<file path="config.mk">
export PLATFORM = sky130hd
export DESIGN_NAME = status_color_seq
export DESIGN_NICKNAME = d
export VERILOG_FILES = /design/src/rtl/status_color_seq_pkg.sv /design/src/rtl/status_tick.sv /design/src/rtl/status_color_seq.sv
export SDC_FILE = /design/constraint.sdc
export NUM_CORES = 1
export LEC_CHECK = 0
export ABC_AREA = 0
export CAP_MARGIN = 20
export CELL_PAD_IN_SITES_DETAIL_PLACEMENT = 1
export CELL_PAD_IN_SITES_GLOBAL_PLACEMENT = 1
export CORE_MARGIN = 4
export CORE_UTILIZATION = 40
export CTS_BUF_LIST = sky130_fd_sc_hd__clkbuf_8
export DETAILED_ROUTE_END_ITERATION = 7
export GPL_ROUTABILITY_DRIVEN = 0
export GPL_TIMING_DRIVEN = 1
export PLACE_DENSITY = 0.75
export SETUP_SLACK_MARGIN = 0.15
export SYNTH_ARGS = -nofsm -noshare
export SYNTH_HDL_FRONTEND = slang
export SYNTH_SLANG_ARGS = --single-unit
export TNS_END_PERCENT = 5
</file>
<file path="constraint.sdc">
create_clock -name clk -period 2.7 [get_ports clk]
set_input_delay 0.675 -clock clk [delete_from_list [all_inputs] [get_ports clk]]
set_output_delay 0.675 -clock clk [all_outputs]
set_load 0.02 [all_outputs]
</file>
<file path="src/rtl/status_color_seq_pkg.sv">
// Shared colour constants and state encoding for the status LED sequencer.
// Also reused by the RGB PWM stage and the board renderer.
package status_color_seq_pkg;

    localparam logic [2:0] C_OFF       = 3'b000;
    localparam logic [2:0] C_X         = 3'b100;
    localparam logic [2:0] C_O         = 3'b001;
    localparam logic [2:0] C_IDLE      = 3'b010;
    localparam logic [2:0] C_DRAW_HOLD = 3'b110;
    localparam logic [2:0] C_R         = 3'b100;
    localparam logic [2:0] C_G         = 3'b010;
    localparam logic [2:0] C_B         = 3'b001;

    typedef enum logic [2:0] {
        S_IDLE,
        S_TURN,
        S_WIN_FLASH,
        S_DRAW_ROT,
        S_WIN_HOLD,
        S_DRAW_HOLD
    } state_t;

    function automatic logic [2:0] side_color(input logic side);
        return side ? C_O : C_X;
    endfunction

    function automatic logic [2:0] rot_next(input logic [2:0] c);
        logic [2:0] n;
        n = C_R;
        case (c)
            C_R:     n = C_G;
            C_G:     n = C_B;
            default: n = C_R;
        endcase
        return n;
    endfunction

    function automatic logic is_anim(input state_t s);
        return (s == S_WIN_FLASH) || (s == S_DRAW_ROT);
    endfunction

endpackage

</file>
<file path="src/rtl/status_tick.sv">
// Animation prescaler: counts 0..TICK_DIV-1 and pulses tick on the wrap.
// A synchronous clear restarts the period so the first tick is TICK_DIV cycles out.
module status_tick #(
    parameter int TICK_DIV = 25000000
) (
    input  logic clk,
    input  logic rst,
    input  logic clr,
    output logic tick
);

    localparam int W = (TICK_DIV > 1) ? $clog2(TICK_DIV) : 1;
    localparam logic [W-1:0] LAST = W'(TICK_DIV - 1);

    logic [W-1:0] r_cnt;
    logic         w_wrap;

    assign w_wrap = (r_cnt == LAST);
    assign tick   = w_wrap && !clr;

    always_ff @(posedge clk or negedge rst) begin
        if (!rst) begin
            r_cnt <= '0;
        end else if (clr || w_wrap) begin
            r_cnt <= '0;
        end else begin
            r_cnt <= r_cnt + 1'b1;
        end
    end

endmodule

</file>
<file path="src/rtl/status_color_seq.sv">
// Game-status colour sequencer: solid turn colour, win blink, draw rotation.
// Outputs are registered from the next-state decision, so events show 1 cycle later.
module status_color_seq
    import status_color_seq_pkg::*;
#(
    parameter int TICK_DIV = 25000000,
    parameter int FLASHES  = 6
) (
    input  logic       clk,
    input  logic       rst,
    input  logic       new_game,
    input  logic       player,
    input  logic       win,
    input  logic       winner,
    input  logic       draw,
    output logic [2:0] color,
    output logic       busy
);

    localparam int TW = $clog2(3 * FLASHES + 1);
    localparam logic [TW-1:0] WIN_TICKS  = TW'(2 * FLASHES);
    localparam logic [TW-1:0] DRAW_TICKS = TW'(3 * FLASHES);

    state_t        r_state;
    logic [TW-1:0] r_ticks;
    logic          r_winner;

    logic          w_tick;
    logic          w_clr;
    logic [TW-1:0] w_ticks_nxt;

    // The prescaler only runs inside an animation; held clear everywhere else
    assign w_clr       = new_game || !is_anim(r_state);
    assign w_ticks_nxt = r_ticks + 1'b1;

    status_tick #(
        .TICK_DIV(TICK_DIV)
    ) u_tick (
        .clk (clk),
        .rst (rst),
        .clr (w_clr),
        .tick(w_tick)
    );

    always_ff @(posedge clk or negedge rst) begin
        if (!rst) begin
            r_state  <= S_IDLE;
            r_ticks  <= '0;
            r_winner <= 1'b0;
            color    <= C_OFF;
            busy     <= 1'b0;
        end else if (new_game) begin
            r_state <= S_TURN;
            r_ticks <= '0;
            color   <= side_color(player);
            busy    <= 1'b0;
        end else begin
            unique case (r_state)
                S_IDLE: begin
                    color <= C_IDLE;
                end
                S_TURN: begin
                    if (win) begin
                        r_state  <= S_WIN_FLASH;
                        r_winner <= winner;
                        r_ticks  <= '0;
                        color    <= side_color(winner);
                        busy     <= 1'b1;
                    end else if (draw) begin
                        r_state <= S_DRAW_ROT;
                        r_ticks <= '0;
                        color   <= C_R;
                        busy    <= 1'b1;
                    end else begin
                        color <= side_color(player);
                    end
                end
                S_WIN_FLASH: begin
                    if (w_tick) begin
                        r_ticks <= w_ticks_nxt;
                        if (w_ticks_nxt == WIN_TICKS) begin
                            r_state <= S_WIN_HOLD;
                            color   <= side_color(r_winner);
                            busy    <= 1'b0;
                        end else if (color == C_OFF) begin
                            color <= side_color(r_winner);
                        end else begin
                            color <= C_OFF;
                        end
                    end
                end
                S_DRAW_ROT: begin
                    if (w_tick) begin
                        r_ticks <= w_ticks_nxt;
                        if (w_ticks_nxt == DRAW_TICKS) begin
                            r_state <= S_DRAW_HOLD;
                            color   <= C_DRAW_HOLD;
                            busy    <= 1'b0;
                        end else begin
                            color <= rot_next(color);
                        end
                    end
                end
                S_WIN_HOLD: begin
                    color <= side_color(r_winner);
                    busy  <= 1'b0;
                end
                S_DRAW_HOLD: begin
                    color <= C_DRAW_HOLD;
                    busy  <= 1'b0;
                end
                default: begin
                    r_state <= S_IDLE;
                    color   <= C_OFF;
                    busy    <= 1'b0;
                end
            endcase
        end
    end

endmodule

</file>
==> impl_metrics.env <==
export IMPL_status="finished clean"
export IMPL_seq_area_frac_synth_pct=43.7
export IMPL_synth_seq_cells=38
export IMPL_arrival_ps=2420
export IMPL_grt_usage_pct=16.8
export IMPL_wl_per_cell_um=14.8
export IMPL_rows=26
export IMPL_fp_coreArea_um2=5200
export IMPL_ys_async_sr_fraction_pct=100
export IMPL_seqPwrFrac_pct=44.3
export IMPL_yosysUniqueCellTypes=46
export IMPL_cts_sinks=38
export IMPL_synth_xor_area_share_pct=10.1
export IMPL_netlist_area_leader_share_pct=43.7
export IMPL_worst_slew_pin_slew_ps=853
export IMPL_dieArea_um2=6680
export IMPL_finClkSkew_ps=6.70
export IMPL_synthMuxAreaShare_pct=0.518
export IMPL_cp_data_required_time_ps=2870
export IMPL_p_per_area_nw_per_um2=612
export IMPL_cts_path_max_buffers=2
export IMPL_ioPinCount=11
export IMPL_nets=266
export IMPL_syn_cell_area_um2=2180
export IMPL_synth_area_leaders="dfrtp_1, nor2_1, xor2_1"
export IMPL_worstSetupEndpointType="flip-flop"
export IMPL_port_buffers=10
export IMPL_tns_ps=0
export IMPL_viasPerCell=5.36
export IMPL_ys_warnings_count=0
export IMPL_synthToLayoutAreaGrowth_pct=13.5
export IMPL_start_util_pct=41.8
export IMPL_grt_ovfl_total=0
export IMPL_synth_edff_count=0
export IMPL_yosys_area_share_simple_pct=29.3
export IMPL_wirelength_um=4840
export IMPL_drc=0
export IMPL_power_leakage_nw=1.00
export IMPL_clk_latency_ps=290
export IMPL_clk_pin_slew_ps=70
export IMPL_period_needed_ps=2250
export IMPL_fin_util_pct=47.4
export IMPL_drv_slew=0
export IMPL_antenna_found_initial=0
export IMPL_switchingPower_mw=0.477
export IMPL_hpwlAfterDp_um=3490
export IMPL_p_clk_share_pct=31.2
export IMPL_clockRootBuffer="clkbuf_8"
export IMPL_setup_viol=0
export IMPL_min_period_over_period_pct=83.4
export IMPL_synth_flop_cell="dfrtp_1"
export IMPL_finalNonFillerCells=326
export IMPL_whs_ps=488
export IMPL_cap_violations=0
export IMPL_cts_tree="built"
export IMPL_synth_nets=250
export IMPL_numCtsBuffers=5
export IMPL_critical_path_buf_inv_count=1
export IMPL_hold_viol=0
export IMPL_cp_max_fo=6
export IMPL_rsz0062_at_grt="false"
export IMPL_layout_common_cells="nor2_1, dfrtp_1, nand2_1"
export IMPL_crit_family="compound AO/OA/AOI/OAI gates"
export IMPL_internal_power_mw=1.03
export IMPL_min_path_type="input port to async pin"
export IMPL_synth_adder_area_share_pct=2.30
export IMPL_drtIter0Drc=49
export IMPL_slew_headroom_pct=43.1
export IMPL_synth_avg_cell_area_um2=9.10
export IMPL_synth_largest_area_cell="dfrtp_1"
export IMPL_dr_total_vias=1748
export IMPL_cts_setup_buffers=0
export IMPL_die_height_um=81.8
export IMPL_fp_dieW_um=81.8
export IMPL_grt_pass1_vias=1866
export IMPL_ir_worst_vdd_v=0.000358
export IMPL_synth_compound_area_share_pct=11.3
export IMPL_startpoint_type="input port"
export IMPL_clock_fmax_ghz=0.444
export IMPL_cts_resized=0
export IMPL_crit_chain="clkdlybuf4s50_1 > nor4b_1 > nor3_1 > o41ai_1 > o31ai_1 > a221o_1"
export IMPL_drive_gt1_share_pct=8.20
export IMPL_dr_pass1_iters=4
export IMPL_ctsHoldBuffers=0
export IMPL_antenna_cells=0
export IMPL_grt_max_degree=39
export IMPL_final_common_cell="nor2_1"
export IMPL_combPwrFrac_pct=24.5
export IMPL_htreeDepth=2
export IMPL_grt_pass1_wl_um=8740
export IMPL_cpPeakStageDelay_ps=490
export IMPL_swShare_pct=31.6
export IMPL_dpl_cell_count=318
export IMPL_ant_nets=0
export IMPL_synth_top_family_by_area="simple AND/OR/NAND/NOR gates"
export IMPL_crit_slowest_cell="clkdlybuf4s50_1"
export IMPL_crit_type="input port to flip-flop"
export IMPL_synthCells=239
worst reg2reg max path, delay by kind of cell, from the launching register on:
family                 cells  cell delay [ps]
buffers and inverters      1              320
flip-flops                 1              440
AND/OR/NAND/NOR            5             1330
cells by family (layout without fill, tap and decap cells):
family	Yosys count	in the layout
compound gates	34	34
xor+xnor	25	25
fa+ha+maj	4	4
buf+inv	12	29
flops	38	38
mux	1	1
simple gates	125	125
cell usage after synthesis (all sizes together) (2+ instances only):
cell type,n
a31oi,2
nor3,7
inv,5
clkbuf,4
and3,8
nand4,6
nand2,23
nor4b,3
ha,4
xnor2,11
nand3,15
nor2b,3
o21ai,9
o211ai,2
a21oi,4
nor4,3
o2bb2ai,2
buf,3
dfrtp,38
xor2,14
or2,3
nor2,41
nand2b,5
o31ai,6
flip-flops by register name, indices dropped and copies added (netlist names):
signal	count
busy	1
color	3
r_state	3
r_ticks	5
r_winner	1
u_tick.r_cnt	25
metrics by stage:
| step | instance area, um2 | total power, mW | setup WS (ps) |
|---|---|---|---|
| after floorplan | 2180 | 0.915 | 811 |
| after global routing | 2470 | 1.59 | 270 |
| after global placement | 2360 | 1.04 | 219 |
| after CTS | 2470 | 1.53 | 459 |
| final | 2470 | 1.51 | 449 |
| after detailed placement | 2360 | 1.05 | 152 |
routing by layer:
layer  global-route usage, %  part of all wire [%]  up-vias  routed length, um
met5                       0                     0        -                  0
met4                    4.65                  0.99        0                 48
met3                    3.73                   2.4        6                115
met2                    26.2                    45       17               2170
met1                    23.6                    52      858               2510
li1                        -                     -      867                  -
final timing paths:
check	slack, ps	cells past startpoint	to	startpoint
hold reg to reg	520	1	busy	busy
min in group clk	520	1	busy	busy
hold / removal	490	1	r_state[0]	rst
setup / recovery	450	6	color[2]	win
max in group asynchronous	1670	1	u_tick.r_cnt[22]	rst
setup reg to reg	490	6	u_tick.r_cnt[23]	u_tick.r_cnt[13]
power groups by stage:
stage	logic (mW)	clock network (mW)	registers, mW
final	0.371	0.471	0.669
after floorplan	0.232	0	0.683
after CTS	0.373	0.485	0.668
after global placement	0.365	0	0.678
after detailed placement	0.370	0	0.679
after global routing	0.411	0.503	0.678
cell type report:
type	instances	area, um2
clock inverter	3	37.5
multi-input combinational	189	1160
sequential	38	951
clock buffer	5	68.8
tap	70	87.6
inverter	5	18.8
timing repair buffer	16	140
fill	631	2740
No activity file was read; power rests on OpenSTA's default activity.
